===== src/rtl/bg_scroll.sv =====
`default_nettype none
// bg_scroll: 640x480@60 VGA timing from CLOCK_50 and a vertically scrolling road background
// drawn on a 160x120 grid of 4x4 pixel blocks. Timing geometry is parameterised (defaults are VGA).
module bg_scroll #(
  parameter int TICKS_HALF    = 25_000_000,
  parameter int TICKS_QUARTER = 12_500_000,
  parameter int TICKS_EIGHTH  = 6_250_000,
  parameter int ROWS          = 120,
  parameter int H_VISIBLE     = 640,
  parameter int H_SYNC_START  = 656,
  parameter int H_SYNC_END    = 751,
  parameter int H_TOTAL       = 800,
  parameter int V_VISIBLE     = 480,
  parameter int V_SYNC_START  = 490,
  parameter int V_SYNC_END    = 491,
  parameter int V_TOTAL       = 525
) (
  input  logic       CLOCK_50,
  input  logic [3:0] SW,
  input  logic [3:0] KEY,
  output logic [7:0] VGA_R,
  output logic [7:0] VGA_G,
  output logic [7:0] VGA_B,
  output logic       VGA_HS,
  output logic       VGA_VS,
  output logic       VGA_BLANK_N,
  output logic       VGA_SYNC_N,
  output logic       VGA_CLK
);

  localparam int TICK_MAX = (TICKS_HALF > TICKS_QUARTER)
                          ? ((TICKS_HALF > TICKS_EIGHTH) ? TICKS_HALF : TICKS_EIGHTH)
                          : ((TICKS_QUARTER > TICKS_EIGHTH) ? TICKS_QUARTER : TICKS_EIGHTH);
  localparam int TW = $clog2(TICK_MAX + 1);
  localparam int OW = (ROWS > 1) ? $clog2(ROWS) : 1;

  logic          rst;
  logic          pix_en;
  logic [9:0]    h;
  logic [9:0]    v;
  logic [OW-1:0] offset;
  logic [TW-1:0] tick;
  logic [TW-1:0] period;
  logic [1:0]    sel;
  logic [1:0]    sel_q;
  logic          pending;
  logic          tick_wrap;
  logic          frame_wrap;
  logic [7:0]    x;
  logic [6:0]    y;
  logic [7:0]    ay_sum;
  logic [7:0]    ay;
  logic          visible;
  logic          hs_active;
  logic          vs_active;
  logic [23:0]   colour;
  logic          unused_bits;

  assign rst         = SW[3];
  assign VGA_CLK     = pix_en;
  assign VGA_SYNC_N  = 1'b0;
  assign unused_bits = ^{KEY, ay[7:4]};

  // Speed select: SW[2] has highest priority; code 0 means paused.
  always_comb begin
    sel    = 2'd0;
    period = '0;
    if (SW[2]) begin
      sel    = 2'd3;
      period = TW'(TICKS_HALF);
    end else if (SW[1]) begin
      sel    = 2'd2;
      period = TW'(TICKS_QUARTER);
    end else if (SW[0]) begin
      sel    = 2'd1;
      period = TW'(TICKS_EIGHTH);
    end
  end

  assign tick_wrap  = (sel != 2'd0) && (sel == sel_q) && (tick == period - 1'b1);
  assign frame_wrap = pix_en && (h == 10'(H_TOTAL - 1)) && (v == 10'(V_TOTAL - 1));

  always_ff @(posedge CLOCK_50 or posedge rst) begin
    if (rst) begin
      tick    <= '0;
      sel_q   <= 2'd0;
      pending <= 1'b0;
    end else begin
      sel_q <= sel;
      if (sel == 2'd0 || sel != sel_q || tick_wrap) begin
        tick <= '0;
      end else begin
        tick <= tick + 1'b1;
      end
      // A tick landing on the frame-wrap cycle stays pending for the next frame.
      pending <= tick_wrap | (pending & ~frame_wrap);
    end
  end

  assign x      = h[9:2];
  assign y      = v[8:2];
  assign ay_sum = {1'b0, y} + 8'(ROWS) - 8'(offset);
  assign ay     = (ay_sum >= 8'(ROWS)) ? (ay_sum - 8'(ROWS)) : ay_sum;

  always_comb begin
    colour = 24'h606060;
    if (x < 8'd40 || x >= 8'd120) begin
      colour = 24'h00A000;
    end else if (x == 8'd40 || x == 8'd41 || x == 8'd118 || x == 8'd119) begin
      colour = 24'hFFFFFF;
    end else if (x >= 8'd78 && x <= 8'd81 && ay[3:0] < 4'd8) begin
      colour = 24'hFFFFFF;
    end
  end

  assign visible   = (h < 10'(H_VISIBLE)) && (v < 10'(V_VISIBLE));
  assign hs_active = (h >= 10'(H_SYNC_START)) && (h <= 10'(H_SYNC_END));
  assign vs_active = (v >= 10'(V_SYNC_START)) && (v <= 10'(V_SYNC_END));

  always_ff @(posedge CLOCK_50 or posedge rst) begin
    if (rst) begin
      pix_en      <= 1'b0;
      h           <= '0;
      v           <= '0;
      offset      <= '0;
      VGA_R       <= 8'd0;
      VGA_G       <= 8'd0;
      VGA_B       <= 8'd0;
      VGA_HS      <= 1'b1;
      VGA_VS      <= 1'b1;
      VGA_BLANK_N <= 1'b0;
    end else begin
      pix_en <= ~pix_en;
      if (pix_en) begin
        if (h == 10'(H_TOTAL - 1)) begin
          h <= '0;
          v <= (v == 10'(V_TOTAL - 1)) ? '0 : v + 1'b1;
        end else begin
          h <= h + 1'b1;
        end
        // Offset only moves between frames so a frame is never torn.
        if (frame_wrap && pending) begin
          offset <= (offset == OW'(ROWS - 1)) ? '0 : offset + 1'b1;
        end
        VGA_BLANK_N <= visible;
        VGA_HS      <= ~hs_active;
        VGA_VS      <= ~vs_active;
        VGA_R       <= visible ? colour[23:16] : 8'd0;
        VGA_G       <= visible ? colour[15:8]  : 8'd0;
        VGA_B       <= visible ? colour[7:0]   : 8'd0;
      end
    end
  end

endmodule
`default_nettype wire


===== config.mk =====
export PLATFORM = sky130hd
export DESIGN_NAME = bg_scroll
export DESIGN_NICKNAME = d
export VERILOG_FILES = /design/src/rtl/bg_scroll.sv
export SDC_FILE = /design/constraint.sdc
export NUM_CORES = 1
export LEC_CHECK = 0
export ABC_AREA = 1
export CELL_PAD_IN_SITES_DETAIL_PLACEMENT = 0
export CELL_PAD_IN_SITES_GLOBAL_PLACEMENT = 2
export CORE_MARGIN = 2
export CORE_UTILIZATION = 34
export CTS_CLUSTER_DIAMETER = 80
export DETAILED_ROUTE_END_ITERATION = 8
export PLACE_DENSITY_LB_ADDON = 0.1
export RECOVER_POWER = 25
export SETUP_SLACK_MARGIN = 0.2
export SLEW_MARGIN = 20
export SYNTH_ARGS = -nofsm -noshare
export SYNTH_HDL_FRONTEND = slang
export SYNTH_SLANG_ARGS = --single-unit

===== constraint.sdc =====
create_clock -name CLOCK_50 -period 2.7 [get_ports CLOCK_50]
set_input_delay 0.54 -clock CLOCK_50 [delete_from_list [all_inputs] [get_ports CLOCK_50]]
set_output_delay 0.54 -clock CLOCK_50 [all_outputs]
set_load 0.005 [all_outputs]

# [After elaboration in Yosys (flattened, before gate mapping)]
# Index checks and enable logic that the tools add are counted.
[classes] n_reduce_logical=20 n_mux=17 n_bitwise=6 order_cmp=12 add_sub_neg=8 eq_ne=10
[ops] op="24-bit 2-to-1 mux" n=4
[ops] op="25-bit 2-to-1 mux" n=2
[ops] op="25-bit by 1-bit adder with 25-bit output, second input constant" n=1
[ops] op="25-bit == test" n=1
[ops] op="25-bit by 1-bit subtractor with 25-bit output, second input constant" n=1
[ops] op="8-bit by 7-bit >= comparator with 1-bit output, second input constant" n=3
[ops] op="8-bit 2-to-1 mux" n=3
[ops] op="23-bit 2-to-1 mux" n=1
[ops] op="10-bit by 1-bit adder with 10-bit output, second input constant" n=2
[ops] op="10-bit == test, second input constant" n=2
[ops] op="10-bit 2-to-1 mux" n=2
[ops] op="8-bit by 6-bit == test with 1-bit output, second input constant" n=2
[ops] op="8-bit by 7-bit == test with 1-bit output, second input constant" n=2
[ops] op="10-bit >= comparator, second input constant" n=1
[ops] op="10-bit by 9-bit >= comparator with 1-bit output, second input constant" n=1
[ops] op="10-bit less-or-equal comparator, second input constant" n=1
[ops] op="10-bit by 9-bit less-or-equal comparator with 1-bit output, second input constant" n=1
[ops] op="1-bit logical AND" n=10
[ops] op="10-bit less-than comparator, second input constant" n=1
[ops] op="10-bit by 9-bit less-than comparator with 1-bit output, second input constant" n=1
[ops] op="7-bit by 7-bit adder with 8-bit output, second input constant" n=1
[ops] op="8-bit by 7-bit less-or-equal comparator with 1-bit output, second input constant" n=1
[ops] op="8-bit by 6-bit less-than comparator with 1-bit output, second input constant" n=1
[ops] op="8-bit by 7-bit subtractor with 8-bit output" n=1
[ops] op="17 further kinds" n=27
[totals] reg_bits=83 elab_cells=86 in_bits=9 output_inout_bits=29

# [Logic depth before layout (Yosys ltp)]
[logic_depth] word_depth=10 depth_mapped=19 ltp_nobuf=19

# [Worst setup path after synthesis]
# OpenSTA, ideal clock, no wires.
[synth_path] path_type="input-to-reg" start="in SW[2]" end="reg tick[12]" stages=14 setup_time_ns=0.120 arrival_ns=2.260 n_path_buf=1 required_ns=2.580 setup_slack_ns=0.321 cell_sequence="nor2_4 -> nand2_2 -> ha_1 -> ha_1 -> nand2_1 -> nor3b_1 -> nand2_1 -> nor2_1 -> nand2_1 -> nor2_2 -> nand3b_4 -> nand2_4 -> buf_12 -> nor2_1"
[synth_via] elab_chain_cells=6
[synth_rtl] item="from (decl)" line="19" source="input logic [3:0] SW,"
[synth_rtl] item="25-bit 2-to-1 mux / 2-bit 2-to-1 mux (equally long branches)" line="68" source="if (SW[2]) begin"
[synth_rtl] item="25-bit by 1-bit subtractor with 25-bit output, or another cell as far along" line="80" source="assign tick_wrap = (sel != 2'd0) && (sel == sel_q) && (tick == period - 1'b1);"
[synth_rtl] item="25-bit == test / 1-bit logical AND (equally long branches)" line="80"
[synth_rtl] item="1-bit logical AND" line="80"
[synth_rtl] item="1-bit logical OR (*)" line="90" source="if (sel == 2'd0 || sel != sel_q || tick_wrap) begin"
[synth_rtl] item="25-bit 2-to-1 mux (*)" line="90"
[synth_rtl] item="to (signal assigned)" line="93" source="tick <= tick + 1'b1;"
[synth_rtl] item="to (decl)" line="42" source="logic [TW-1:0] tick;"
# Mark *: on every way between the ends. The rest lies on a longest branch, timed or not.
# A chain may end at the register's enable or synchronous reset.

# [Final worst setup path]
[layout_path] start="in SW[0]" end="reg tick[2]"
[layout_via] elab_chain_cells=8
[layout_rtl] item="23-bit 2-to-1 mux / 1-bit 2-to-1 mux (equally long branches)" line="74" source="end else if (SW[0]) begin"
[layout_rtl] item="24-bit 2-to-1 mux / 2-bit 2-to-1 mux (equally long branches)" line="71" source="end else if (SW[1]) begin"
[layout_rtl] item="25-bit 2-to-1 mux / 2-bit 2-to-1 mux (equally long branches)" line="68"
[layout_rtl] item="25-bit by 1-bit subtractor with 25-bit output, or another cell as far along" line="80"
[layout_rtl] item="25-bit == test / 1-bit logical AND (equally long branches)" line="80"
[layout_rtl] item="1-bit logical AND" line="80"
[layout_rtl] item="1-bit logical OR (*)" line="90"
[layout_rtl] item="25-bit 2-to-1 mux (*)" line="90"
# Marked as above.

==> results.md <==
- Number of routed nets with antenna violations: 0
- Max incr delay on CP: between 0.5 and 0.6 ns
- Residual DRC count: 0
- Worst skew pair latency: 0.34 ns
- Worst Setup End Kind: flip-flop
- Die X: around 120 um
- Area leader, netlist: dfrtp_1
- Status: complete, but fails checks
- DR WL met3: just under 300 um
- Setup crit start kind: input pin
- Post-synthesis sequential area ratio: 0.365
- Syn_nets: 596
- Top Metal Used: met4
- Crit. path cell count: 14
- Clock buffer count from CTS: 9
- Critical path's top delay family: simple AND/OR/NAND/NOR gates
- Total GRT Usage: 0.166
- Buf/Inv on CP: 2
- F_max: roughly 420 MHz
- Total die area: 13400 um^2
- Depth of the worst register-to-register path: 16
- Max Cap Viol: 1
- Power Total: about 2.3 mW
- Reg2Reg Setup Slack: 0.44 ns
- Final design utilization: 0.420
- Crit path launch: SW[0]
- Worst-path maximum fanout: 14
- Slowest CP cell: clkdlybuf4s50_1
- Mux share of post-synthesis cell area: 0
- #FFs+latches synth: 62
- RSZ-0062 raised after global routing: true
- Drt pass-1 iters: 4
- Final Cycle Share: 0.878
- DP HPWL: 7.59 mm
- Cts hold-fix bufs: 0
- Clk root buf: clkbuf_16
- Final hold violation count: 0
- Layout Nets: approximately 630
- Syn Inst Count: ~570
- Arrival time worst endpoint: 2.60 ns
- Setup Skew: about 0.007 ns
- Routed WL per cell: around 13 um
- WL final: 9.96 mm
- Synth warn: 0
- Synthesized area: roughly 4300 um^2
- CTS HTree Levels: 3
- Maximum vdd drop: between 0.0003 and 0.0004 V
- CTS tree: yes
- Placer Congestion: 0.786
- CTS Sinks: between 60 and 70
- Die Span Y: ~120 um
- Slew HR: -0.0967
- Layout cells sized above 1: 0.0987
- TNS Setup: 0 ns
- Leakage: 2.32 nW
- Vias in the first global route: 3503
- Post-synthesis cell type count: 43
- Synthesized-area fraction occupied by xor and xnor cells: 0.0741
- Initial antenna violation count: 0
- Core area: 12100 um^2
- Largest net degree at the start of global routing: 63
- Leading register cell type out of synthesis: dfrtp_1
- Asr flop ratio synth: 1.00
- Req. time, crit path: 2.92 ns
- DRT iter0 DRCs: 152
- WL met1: between 4 and 5 mm
- Critical path class: input pin to flip-flop
- Port bufs: 32
- Pwr Density: around 460 nW/um^2
- CP dominant cell by count: nor2_1
- Failing checks: max-capacitance violations, max-slew violations
- Min-delay worst type: flip-flop to flip-flop
- Largest family of logic cells by synthesized area: simple AND/OR/NAND/NOR gates
- Post-synthesis adder-cell area fraction: 0.0664
- Synth Area in Simple Gates: 0.315
- Final setup violation count: 0
- Commonest non-fill, non-tap cell in the layout: nand2_1
- Crit path capture: tick[2]
- Period minus WS final: 2.37 ns
- Worst-margin pin slew: between 1.5 and 2 ns
- Met2 WL: between 4 and 5 mm
- Number of enable flip-flop cells after synthesis: 0
- Row Count: 40
- Reg-to-reg critical path endpoint: VGA_R[4]
- Synth-to-Final Area Change: 19.3%
- Vias per inst: 4.56
- Ranking of synthesized cells by area: dfrtp_1, nand2_1, inv_1
- CTS max path bufs: 2
- DR vias: between 3k and 4k
- Initial Util: 0.352
- First-pass GRT wire length: between 15 and 20 mm
- Worst R2R Start: offset[1]
- ANT cells: 0
- Final Max Slew Viols: 63
- CP cell instances: clkdlybuf4s50_1 -> nand2_2 -> ha_1 -> ha_1 -> o21ai_0 -> nor2_1 -> nand2_1 -> nor2_1 -> nand2_1 -> nor2_2 -> nand3b_4 -> nand2_4 -> buf_12 -> nor2_1
- Hold path depth: 2
- Syn avg cell area: 7.54 um^2
- Clk pin slew, worst setup/hold paths: around 0.060 ns
- Synth Area in Compound Gates: 0.0544
- Overflow after GRT: 0
- Ports: 38
- Top-area cell type share of the netlist area: 0.353
- Most frequent cells in the layout: nand2_1, inv_1, nor2_1
-- worst reg2reg max path, delay by kind of cell, from the launching register on --
kind	cells	cell delay, ns
fa+ha+maj	3	0.84
buf+inv	3	0.21
flops	1	0.34
simple gates	10	0.78
-- how the worst min path moves through the flow --
stage / slack, ns / from / endpoint
5_1_grt: 0.51 / VGA_HS / VGA_HS
6_report: 0.48 / VGA_G[7] / VGA_G[7]
2_1_floorplan: 0.45 / pending / pending
3_5_place_dp: 0.47 / VGA_G[7] / VGA_G[7]
4_1_cts: 0.48 / VGA_G[7] / VGA_G[7]
3_3_place_gp: 0.46 / VGA_G[7] / VGA_G[7]
-- metal layers --
metal  global-route usage  vias up
met1                0.202     1617
met5                    0        -
li1                     -     1857
met2                0.287       47
met3               0.0439       14
met4               0.0532        0
-- final cells by class --
| class | count | area [um^2] |
|---|---|---|
| inverter | 84 | 315 |
| timing repair buffer | 54 | 502 |
| clock inverter | 3 | 67.6 |
| sequential | 62 | 1560 |
| multi-input combinational | 392 | 2180 |
| tap | 168 | 210 |
| fill | 1256 | 7030 |
| clock buffer | 13 | 250 |
-- power breakdown --
| part | total, mW | internal [mW] | switching (mW) | leakage [nW] |
|---|---|---|---|---|
| combinational | 0.131 | 0.0525 | 0.0788 | 1.35 |
| sequential | 0.941 | 0.936 | 0.00551 | 0.820 |
| clock | 1.27 | 0.834 | 0.432 | 0.150 |
-- stage by stage --
stage                     hold WS, ns  area [um^2]  cells  setup slack (ns)
after floorplan                 0.453         4260    565             0.321
after global placement          0.463         4750    757            -0.191
after detailed placement        0.469         4750    757            -0.197
after CTS                       0.484         5070    773             0.208
after global routing            0.508         5080    776             0.148
final                           0.481         5080    776             0.329
-- state kept, by name (all words and copies together) (netlist names) --
signal / cells
h: 10
VGA_HS: 1
VGA_G: 2
VGA_R: 2
tick: 25
offset: 7
VGA_VS: 1
pending: 1
sel_q: 2
v: 10
VGA_CLK: 1
-- cell usage after synthesis, drive strengths merged, types with 2 or more instances --
cell type and count:
ha 21, xor2 25, a31oi 3, nand3b 2
nor3b 2, buf 26, dfrtp 60, nor3 16
a21oi 8, o211ai 2, nand3 38, nand4 16
nor2 89, and2 2, inv 83, xnor2 11
o21ai 20, dfstp 2, nor4 8, nand2 120
-- repair_timing --
| item | CTS | global route |
|---|---|---|
| setup endpoints to repair | 25 | 28 |
| endpoints found under the hold margin | 0 | 0 |
| setup buffers | 0 | 3 |
| resized for setup | 1 | 5 |
-- cell families (layout without fill, tap and decap cells) --
group / Yosys count / in the layout
flip-flops: 62 / 62
adder cells (fa/ha/maj): 22 / 22
XOR/XNOR: 36 / 36
buffers and inverters: 111 / 154
AO/OA/AOI/OAI: 39 / 39
AND/OR/NAND/NOR: 294 / 294
other: 1 / 1
No activity file was read; power rests on OpenSTA's default activity.
